===== src/rtl/nonce_uart_framer.sv =====
// nonce_uart_framer: queues 32-bit nonce words in a small FIFO and streams each
// word as four bytes into a UART transmitter core using a start/busy handshake.
module nonce_uart_framer #(
    parameter int FIFO_DEPTH = 4,
    parameter bit MSB_FIRST  = 1'b1,
    parameter int ACK_WAIT   = 3
) (
    input  logic        clk,
    input  logic        reset,
    input  logic [31:0] word_in,
    input  logic        word_valid,
    output logic        word_full,
    output logic [7:0]  tx_byte,
    output logic        tx_start,
    input  logic        tx_busy,
    output logic        overflow,
    output logic        idle
);

    localparam int PW = (FIFO_DEPTH > 1) ? $clog2(FIFO_DEPTH) : 1;
    localparam int CW = PW + 1;
    localparam int AW = (ACK_WAIT > 1) ? $clog2(ACK_WAIT) : 1;

    typedef enum logic [2:0] {
        IDLE,
        LOAD,
        START,
        WAIT_BUSY,
        WAIT_DONE
    } state_t;

    // Word FIFO
    logic [31:0]   mem_q [FIFO_DEPTH];
    logic [PW-1:0] wr_ptr_q, wr_ptr_d;
    logic [PW-1:0] rd_ptr_q, rd_ptr_d;
    logic [CW-1:0] count_q, count_d;
    logic          overflow_q, overflow_d;
    logic          push, pop;

    // Transmit FSM
    state_t        state_q, state_d;
    logic [31:0]   nonce_q, nonce_d;
    logic [2:0]    byte_cnt_q, byte_cnt_d;
    logic [AW-1:0] wait_q, wait_d;
    logic [7:0]    tx_byte_q, tx_byte_d;

    // Byte lane for transmit position idx (0 = first byte on the wire).
    function automatic logic [7:0] pick_byte(input logic [31:0] w, input logic [1:0] idx);
        logic [1:0] lane;
        lane = MSB_FIRST ? ~idx : idx;
        return w[{lane, 3'b000} +: 8];
    endfunction

    // Fullness is judged on the pre-pop occupancy, so a push while full is dropped
    // even when LOAD frees a slot in the same cycle.
    assign word_full = (count_q == CW'(FIFO_DEPTH));
    assign push      = word_valid && !word_full;
    assign pop       = (state_q == LOAD);
    assign idle      = (state_q == IDLE) && (count_q == '0);
    assign overflow  = overflow_q;
    assign tx_byte   = tx_byte_q;

    // FIFO pointer, occupancy and sticky overflow next-state.
    always_comb begin
        wr_ptr_d   = push ? wr_ptr_q + 1'b1 : wr_ptr_q;
        rd_ptr_d   = pop  ? rd_ptr_q + 1'b1 : rd_ptr_q;
        overflow_d = overflow_q | (word_valid & word_full);
        case ({push, pop})
            2'b10:   count_d = count_q + 1'b1;
            2'b01:   count_d = count_q - 1'b1;
            default: count_d = count_q;
        endcase
    end

    // FIFO storage write port.
    // NOTE: the storage array has no reset; pointers and count alone say which entries are valid.
    always_ff @(posedge clk) begin
        if (push) begin
            mem_q[wr_ptr_q] <= word_in;
        end
    end

    // FSM next-state, byte selection and start pulse.
    // NOTE: every signal gets a default before the case so no path leaves one unassigned (no latches).
    always_comb begin
        state_d    = state_q;
        nonce_d    = nonce_q;
        byte_cnt_d = byte_cnt_q;
        wait_d     = wait_q;
        tx_byte_d  = tx_byte_q;
        tx_start   = 1'b0;
        case (state_q)
            IDLE: begin
                if (count_q != '0) begin
                    state_d = LOAD;
                end
            end
            LOAD: begin
                nonce_d    = mem_q[rd_ptr_q];
                byte_cnt_d = 3'd0;
                tx_byte_d  = pick_byte(mem_q[rd_ptr_q], 2'd0);
                state_d    = START;
            end
            START: begin
                tx_start = 1'b1;
                wait_d   = '0;
                state_d  = WAIT_BUSY;
            end
            WAIT_BUSY: begin
                // A core that never acknowledges must not stall the stream.
                if (tx_busy || (wait_q == AW'(ACK_WAIT - 1))) begin
                    state_d = WAIT_DONE;
                end else begin
                    wait_d = wait_q + 1'b1;
                end
            end
            WAIT_DONE: begin
                if (!tx_busy) begin
                    byte_cnt_d = byte_cnt_q + 1'b1;
                    if (byte_cnt_d < 3'd4) begin
                        tx_byte_d = pick_byte(nonce_q, byte_cnt_d[1:0]);
                        state_d   = START;
                    end else begin
                        state_d = IDLE;
                    end
                end
            end
            default: state_d = IDLE;
        endcase
    end

    // State registers; reset discards the current word and everything queued.
    // NOTE: sequential state uses non-blocking assignments so all registers update together.
    always_ff @(posedge clk or posedge reset) begin
        if (reset) begin
            state_q    <= IDLE;
            wr_ptr_q   <= '0;
            rd_ptr_q   <= '0;
            count_q    <= '0;
            overflow_q <= 1'b0;
            nonce_q    <= '0;
            byte_cnt_q <= '0;
            wait_q     <= '0;
            tx_byte_q  <= 8'h00;
        end else begin
            state_q    <= state_d;
            wr_ptr_q   <= wr_ptr_d;
            rd_ptr_q   <= rd_ptr_d;
            count_q    <= count_d;
            overflow_q <= overflow_d;
            nonce_q    <= nonce_d;
            byte_cnt_q <= byte_cnt_d;
            wait_q     <= wait_d;
            tx_byte_q  <= tx_byte_d;
        end
    end

endmodule


===== config.mk =====
export PLATFORM = sky130hd
export DESIGN_NAME = nonce_uart_framer
export DESIGN_NICKNAME = d
export VERILOG_FILES = /design/src/rtl/nonce_uart_framer.sv
export SDC_FILE = /design/constraint.sdc
export NUM_CORES = 1
export LEC_CHECK = 0
export CAP_MARGIN = 20
export CORE_MARGIN = 3
export CORE_UTILIZATION = 63
export CTS_CLUSTER_DIAMETER = 150
export CTS_CLUSTER_SIZE = 10
export DETAILED_ROUTE_END_ITERATION = 16
export GPL_TIMING_DRIVEN = 0
export HOLD_SLACK_MARGIN = 0.1
export PLACE_DENSITY = 0.95
export SETUP_SLACK_MARGIN = 0.2
export SLEW_MARGIN = 15
export SYNTH_ARGS = -nofsm -noshare
export SYNTH_HDL_FRONTEND = slang
export SYNTH_SLANG_ARGS = --single-unit

===== constraint.sdc =====
create_clock -name clk -period 4.6 [get_ports clk]
set_clock_uncertainty 0.15 [all_clocks]
set_input_delay 0.46 -clock clk [delete_from_list [all_inputs] [get_ports clk]]
set_output_delay 0.46 -clock clk [all_outputs]
set_load 0.02 [all_outputs]

======== Word level (Yosys, flattened, before mapping) ========
Memory sizes are Yosys's and may differ from the RTL's.
Index checks and enable logic that the tools add are counted.
storage, ports and cells
  bits of input ports ..................... 36
  bits in writable memories ............... 128
  output and inout port bits .............. 12
  logic and storage cells ................. 64
  register bits ........................... 56
  memories kept ........................... 1
operators by class
  add/subtract/negate cells ............... 6
  $lt $le $gt $ge ......................... 1
  equal/unequal tests ..................... 13
  shift-type cells ........................ 1
  reductions and logical operators ........ 14
  mux-type cells .......................... 16
  bitwise operators ....................... 3
memory list
  memory  depth  width  read ports  clocked after memory_dff  wr ports  RTL line  text
  mem_q   4      32     1           0                         1         33        logic [31:0] mem_q [FIFO_DEPTH];
operators with widths
  cell                                                  count
  indexed part select 32 x 6 -> 8 bit                   1
  two-way mux 8 bit                                     2
  one-hot mux 8 bit (2 select lines)                    1
  one-hot mux 3 bit (5 select lines)                    1
  two-way mux 3 bit                                     4
  one-hot mux 3 bit (2 select lines)                    2
  inequality test 2 bit (second input constant)         4
  adder 2 x 1 -> 2 bit (second input constant)          3
  adder 3 x 1 -> 3 bit (second input constant)          2
  equality test 3 x 2 -> 1 bit (second input constant)  2
  equality test 3 bit (second input constant)           2
  zero test 3 bit                                       2
  AND reduction 3 bit                                   2
  nonzero test 2 bit                                    3
  equality test 2 bit (second input constant)           2
  two-way mux 2 bit                                     2
  one-hot mux 2 bit (2 select lines)                    1
  AND reduction 2 bit                                   2
  equality test 3 x 1 -> 1 bit (second input constant)  1
  < comparator 3 bit (second input constant)            1
  two-way mux 1 bit                                     3
  nonzero test 3 bit                                    1
  subtractor 3 x 1 -> 3 bit (second input constant)     1
  equality test 2 x 1 -> 1 bit (second input constant)  1
  7 further kinds                                       8

======== Logic depth before layout (Yosys ltp) ========
Gate-level depths: netlist (run 1).
  word-level depth ........................ 6
  gate-level depth with buffers ........... 9
  gate-level depth less buffers ........... 8

======== Worst setup path before layout (run 1) ========
No wires, ideal clock.
  path type ............................... register to register
  start point ............................. register count_q[0]
  end point ............................... register count_q[1]
  cell stages (with the launch flop) ...... 8
  buffers on the path ..................... 1
  arrival time ............................ 2,251 ps
  clock period less this slack ............ 2,525 ps
  slack ................................... 2,075 ps
  data required time ...................... 4,325 ps
  library setup time ...................... 125 ps
  path through ............................ dfrtp_1 -> nor3b_1 -> nor2b_1 -> clkbuf_1 -> inv_1 -> ha_1 -> fa_1 -> mux2_2
between the ends
  cells in the longest elaborated chain, start to end .. 5
  elaborated cells between the ends (all ways) .. 9
RTL lines
  what                                                                 RTL line  text
  from (decl)                                                          36        logic [CW-1:0] count_q, count_d;
  from (signal assigned)                                               149       count_q <= count_d;
  equality test 3 bit *                                                56        assign word_full = (count_q == CW'(FIFO_DEPTH));
  via word_full                                                        12        output logic word_full,
  zero test 1 bit *                                                    57        assign push = word_valid && !word_full;
  logical AND 1 bit *                                                  57
  equality test 2 x 1 -> 1 bit or equality test 2 bit (tied branches)  68        case ({push, pop})
  one-hot mux 3 bit (2 select lines) *                                 68
  via count_d[1]                                                       36
Mark *: on every way through the listed nets, which the timed path passes. The rest lies on a longest branch.
A chain may end at the register's enable or synchronous reset.

======== Final worst setup path (run 1) ========
  start point ............................. register count_q[0]
  end point ............................... output idle
between the ends
  cells in the longest elaborated chain, start to end .. 2
RTL lines
  what               RTL line  text
  zero test 3 bit    59        assign idle = (state_q == IDLE) && (count_q == '0);
  logical AND 1 bit  59
  to (decl)          17        output logic idle
Every way passes these cells.

==> metrics, run 1 <==
run status finished, final reports clean; syn nets between 400 and 500; 1st-iter DRT viols ~360; vias in the first global route a little over 4000; Compound-Gate Fraction of Synth Area 1.86%; Area Growth Syn to Fin 17.9%; dpl ws approximately 1900 ps; unrepaired setup endpoints after global routing no; Flop pwr share a little over two fifths; std cell rows 38; CTS tree yes; # DRC 0; Synth Area in Adders under 10%; first-pass GRT wire length around 23000 um; Detail Placement HPWL between 9000 and 10000 um; max_cap viols 0; synth warn 0; Avg WL per Cell 24.8 um; Routed WL ~15000 um; Antenna Violating Nets Remaining 0; Sw Share about a third; Die Span X around 110 um; Layout Nets 480; GP Congestion 0.796; Pleak around 3.1 nW; vias between 3000 and 4000; synthesis-stage register bit count around 180; largest net degree at the start of global routing 31; Setup crit start kind flop; XOR/XNOR Fraction of Synth Area 0.836%; Synth cell types 36; Slew headroom between 50 and 60%; commonest non-fill, non-tap cells in the layout edfxtp_1 (128), dfrtp_1 (56), clkdlybuf4s50_1 (47), mux4_2 (36), mux2_2 (29); H-tree levels 4; slew of the pin with the lowest slew margin a little over 700 ps; Synth Area in Simple Gates 2.65%; Reg2Reg Setup Slack 2190 ps; Final setup viols 0; Async S/R FF share, synth between 30% and 40%; hold_buf cts 0; Max Fclk 366 MHz; Mapped Area about 0.0073 mm2; combinational power share a little over a third; initial antenna violation count 0; clk buf depth 2; crit end category output pin; maximum vdd drop around 0.42 mV; Critical Path RT 3990 ps; drt first pass iters 5; Critical Path Source count_q[0]; core outline area approximately 0.011 mm2; port bufs between 40 and 50; period utilisation layout between 50% and 60%; commonest non-fill, non-tap cell in the layout edfxtp_1; Final Slew Violations 0; mux contribution to synthesized area approximately a fifth; n_diodes 0; Final Critical Period 2730 ps; clock latency on the worst-skew pair roughly 430 ps; CP max FO 4; Die Y approximately 110 um; Hold WC Path Type in2async; final setup margin approximately 1900 ps; setup bufs post-CTS 0; CTS Sinks ~180; Worst EP arrival approximately 2100 ps; Seq/Total Area, Yosys between 70% and 80%; die footprint around 0.013 mm2; Ports 48; largest family of logic cells by synthesized area multiplexers; gr usage total 25.1%; Clock transition at path regs approximately 60 ps; Clock Power Share between 20 and 25%; layout cells sized above 1 ~29%; CTS buffer count 17; crit path kind reg2out; Psw between 1.5 and 2 mW; CTS root buf clkbuf_16; PostCTS Resize Cnt 0; gr ovfl total 0; Pwr per Cell Area around 680 mW/mm2; Reg-to-Reg Start state_q[1]; Pint 4.04 mW; EDFF count, synth 128; R2R depth 7; Initial Utilization between 60 and 70%; setup_tns 0 ps; Synth Instances between 300 and 400; dominant synthesized flop cell edfxtp_1; vias per cell roughly 6.3; Hold Violations, Final 0; Mapped Avg Cell Area between 20 and 25 um2
## worst max-delay path, cell delays in order (launching register included)
cell	delay (ps)
dfrtp_1	440
or3_1	400
nor4_1	200
clkdlybuf4s50_1	660
## final cells by class
class	count	area (um2)
buffer	19	148
clock buffer	18	429
clock inverter	14	100
fill	593	2490
inverter	8	30.0
multi-input combinational	154	1910
sequential	184	5250
tap	140	175
timing repair buffer	52	601
## cell families (layout without fill, tap and decap cells)
family | count (synthesis) | count (layout)
AOI/OAI and AO/OA | 23 | 23
xor gates and xnor gates | 7 | 7
adders and majority gates | 8 | 8
buffers and inverters | 27 | 111
DFF | 184 | 184
muxes | 83 | 83
and+or+nand+nor | 33 | 33
## per-stage QoR
step                hold WS (ps)  area, um2  instances  power, mW  utilization, %
finish                       282       8640        589       5.90            77.7
global route                 317       8640        589       6.19            77.7
CTS                          279       8640        589       5.95            77.7
detailed placement           306       8110        557       4.59            72.9
global placement             291       7980        552       4.36            71.7
floorplan                    299       7330        365       3.90               -
## synthesized netlist by cell type (3+ instances only)
cell type / count / area (um2)
edfxtp_1: 128 / 3840
dfrtp_1: 56 / 1400
mux4_2: 36 / 811
mux2_2: 29 / 327
nand2_1: 14 / 52.6
o21ai_0: 14 / 70.1
mux2i_1: 9 / 90.1
inv_1: 8 / 30.0
ha_1: 7 / 87.6
buf_2: 5 / 25.0
buf_6: 5 / 56.3
mux2_4: 5 / 75.1
xnor2_1: 5 / 43.8
and2_1: 4 / 25.0
buf_4: 4 / 30.0
mux4_1: 4 / 105
nor2_1: 4 / 15.0
clkbuf_1: 3 / 11.3
nand2b_1: 3 / 18.8
## routing by layer
layer  global-route usage [%]  share of wire (%)
met1                     31.5                 37
met2                     41.3                 53
met3                     7.80                7.1
met4                     10.4                3.4
met5                        0                  0
## path summary, 6_finish.rpt
path                          endpoint
setup reg to reg            count_q[1]
setup / recovery                  idle
max in group asynchronous   nonce_q[6]
hold / removal             wr_ptr_q[1]
min in group clk              overflow
hold reg to reg               overflow
## power by group through the flow
stage / Clock [mW] / Sequential, mW / Combinational [mW]
after global routing: 1.41 / 2.55 / 2.24
after global placement: 0 / 2.49 / 1.86
after detailed placement: 0 / 2.54 / 2.05
after CTS: 1.33 / 2.52 / 2.10
final: 1.31 / 2.52 / 2.08
after floorplan: 0 / 2.48 / 1.42
## flip-flops by register name, summed over array words and instances (netlist names), 2 cells and up
register    count
wr_ptr_q        2
tx_byte         8
count_q         3
byte_cnt_q      3
mem_q         128
rd_ptr_q        2
wait_q          2
state_q         3
nonce_q        32
Note: power is estimated with default switching activity, not from simulation.
==> inputs of run 2 (changes only) <==
--- a/config.mk
+++ b/config.mk
@@ -7,13 +7,13 @@
 export LEC_CHECK = 0
 export CAP_MARGIN = 20
 export CORE_MARGIN = 3
-export CORE_UTILIZATION = 63
+export CORE_UTILIZATION = 58
 export CTS_CLUSTER_DIAMETER = 150
 export CTS_CLUSTER_SIZE = 10
 export DETAILED_ROUTE_END_ITERATION = 16
 export GPL_TIMING_DRIVEN = 0
 export HOLD_SLACK_MARGIN = 0.1
-export PLACE_DENSITY = 0.95
+export PLACE_DENSITY = 0.89
 export SETUP_SLACK_MARGIN = 0.2
 export SLEW_MARGIN = 15
 export SYNTH_ARGS = -nofsm -noshare
==> constraint.sdc (replaced) <==
create_clock -name clk -period 2.61 [get_ports clk]
set_clock_uncertainty 0.15 [all_clocks]
set_input_delay 0.261 -clock clk [delete_from_list [all_inputs] [get_ports clk]]
set_output_delay 0.261 -clock clk [all_outputs]
set_load 0.02 [all_outputs]
==> run 2 against run 1 <==
Flip-flop and latch count is the same. Worst hold slack gained 28 ps. Die area grew 8.2%. Critical path depth grew 4. Cell count grew 5.4%. First-iteration DRC count shrank 5.8%. Power grew 78%. Sequential share of layout area shrank 0.91 points. Global-route usage shrank 4.6 points. Utilization shrank 5.5 points. Register-to-register slack lost 1900 ps. Clock power grew 93%. Critical path type is now reg2reg.
==> metrics, run 2 (synthesis results as in run 1) <==
R2R depth 7 (unchanged); vias 3593 (-3.1%); # DRC 0 (unchanged); Critical Path RT 2770 ps (-1220 ps); commonest non-fill, non-tap cells in the layout edfxtp_1 (128), dfrtp_1 (56), clkdlybuf4s50_1 (46), mux4_2 (36), mux2_2 (29); maximum vdd drop 0.595 mV (+42%); Die Y 118 um (+4.0%); commonest non-fill, non-tap cell in the layout edfxtp_1; unrepaired setup endpoints after global routing no; Avg WL per Cell 21.6 um (-13%); 1st-iter DRT viols 342 (-5.8%); CTS Sinks 184 (unchanged); gr usage total 20.6% (-4.6 points); Hold Path Origin word_valid; slew of the pin with the lowest slew margin 688 ps (-37.7 ps); Worst path max stage delay 410 ps (-250 ps); Final Critical Period between 2000 and 2500 ps; first-pass GRT wire length 21400 um (-8.0%); CTS tree yes; Die Span X 118 um (+4.0%); CP delay by family, top adder cells; Crit path buffers/inverters 3 (+2); Pwr Total 10.5 mW (+78%); Initial Utilization 60.3% (-5.6 points); Pwr per Cell Area 1200 mW/mm2 (+76%); clock latency on the worst-skew pair 430 ps (about the same); Detail Placement HPWL 8950 um (-5.7%); n_diodes 0 (unchanged); gr ovfl total 0 (unchanged); Layout Nets 484 (+0.83%); die footprint 0.0140 mm2 (+8.2%); Antenna Violating Nets Remaining 0 (unchanged); Clock transition at path regs 60 ps (about the same); Ports 48 (unchanged); largest net degree at the start of global routing 34 (+9.7%); std cell rows 40 (+5.3%); vias in the first global route 3834 (-5.5%); CTS buffer count 17 (unchanged); Max Fclk between 400 and 500 MHz; Hold WC Path Type in2reg; GP Congestion 0.764 (-4.0%); Setup crit start kind flop; Hold Path Stages 2; Area Growth Syn to Fin 19.7%; Critical Path Source state_q[1]; initial antenna violation count 0 (unchanged); layout cells sized above 1 28.9% (+0.19 points); CP max stage cell fa_1; Final Slew Violations 0 (unchanged); clk buf depth 2 (unchanged); placed insts 585 (+5.0%); period utilisation layout ~90%; Pleak 3.14 nW (+1.4%); WHS Endpoint overflow; Hold Violations, Final 0 (unchanged); vias per cell 5.79 (-8.1%); Top reg by flops mem_q; Fill cells 710 (+20%); H-tree levels 4 (unchanged); Worst EP arrival 2450 ps (+330 ps); port bufs 47 (unchanged); drt first pass iters 4 (-1); cell mode on critical path buf_6; Routed WL 13400 um (-8.0%); area of the multi-input gates 0.00192 mm2 (+0.39%); core outline area 0.0122 mm2 (+9.3%); Seq. cell area 0.00525 mm2 (unchanged); CP max FO 10 (+6); crit end category flop; max_cap viols 0 (unchanged); Slew headroom 54.1% (+2.5 points); non-filler instance count after layout 621 (+5.4%); post-layout util 72.1% (-5.5 points); Final setup viols 0 (unchanged); run status finished, final reports clean; Reg2Reg Setup Slack 310 ps (-1880 ps); reg2reg end count_q[1]; crit path kind reg2reg; Largest register FFs 128 (unchanged); CTS root buf clkbuf_16; Reg-to-Reg Start state_q[1]; CP Cell Sequence buf_2, nor3b_4, buf_6, buf_6, ha_2, fa_1, mux2_2
==> run 2: routing by layer <==
layer	GRT usage (%)	routed length (um)	vias up
li1	-	-	1583
met1	26.8	5390	1880
met2	34.1	7140	110
met3	5.55	627	20
met4	6.66	274	0
met5	0	0	-
==> run 2: worst max path at each step <==
stage                  endpoint  slack, ps  depth (start not counted)
floorplan           mem_q[0][0]        330                          4
global placement    mem_q[0][8]       -410                          4
detailed placement   count_q[2]         50                          9
CTS                  count_q[2]        200                          9
global route         count_q[1]        210                          7
finish               count_q[1]        310                          7
==> run 2: area by class of cell <==
cell class / count / share of cell area, %
multi-input combinational: 154 / 21.9
inverter: 8 / 0.342
sequential: 184 / 59.8
tap: 168 / 2.40
timing repair buffer: 56 / 7.20
clock buffer: 23 / 5.22
buffer: 19 / 1.74
clock inverter: 9 / 1.41
==> run 2: through the flow <==
stage / TNS, ps / hold slack, ps / setup slack (ps) / instance area, um2
2_1_floorplan: 0 / 210 / 327 / 7330
3_3_place_gp: -60250 / 297 / -410 / 8020
3_5_place_dp: 0 / 312 / 48.4 / 8150
4_1_cts: 0 / 294 / 205 / 8740
5_1_grt: 0 / 309 / 211 / 8770
6_report: 0 / 310 / 312 / 8770
==> run 2: where the power goes <==
part           leakage, nW  switching, mW  total (mW)  internal, mW
registers             1.84          0.378        4.40          4.02
logic                 1.02           1.69        3.60          1.92
clock network        0.279           1.01        2.53          1.52
==> run 2: what timing repair did <==
item                                    in CTS  in global routing
endpoints found under the setup margin       2                  2
hold buffers                                 1                  0
gates resized for setup                      2                  3
setup buffers                                0                  3
pin swaps                                    0                  1
hold endpoints to repair                    23                  0
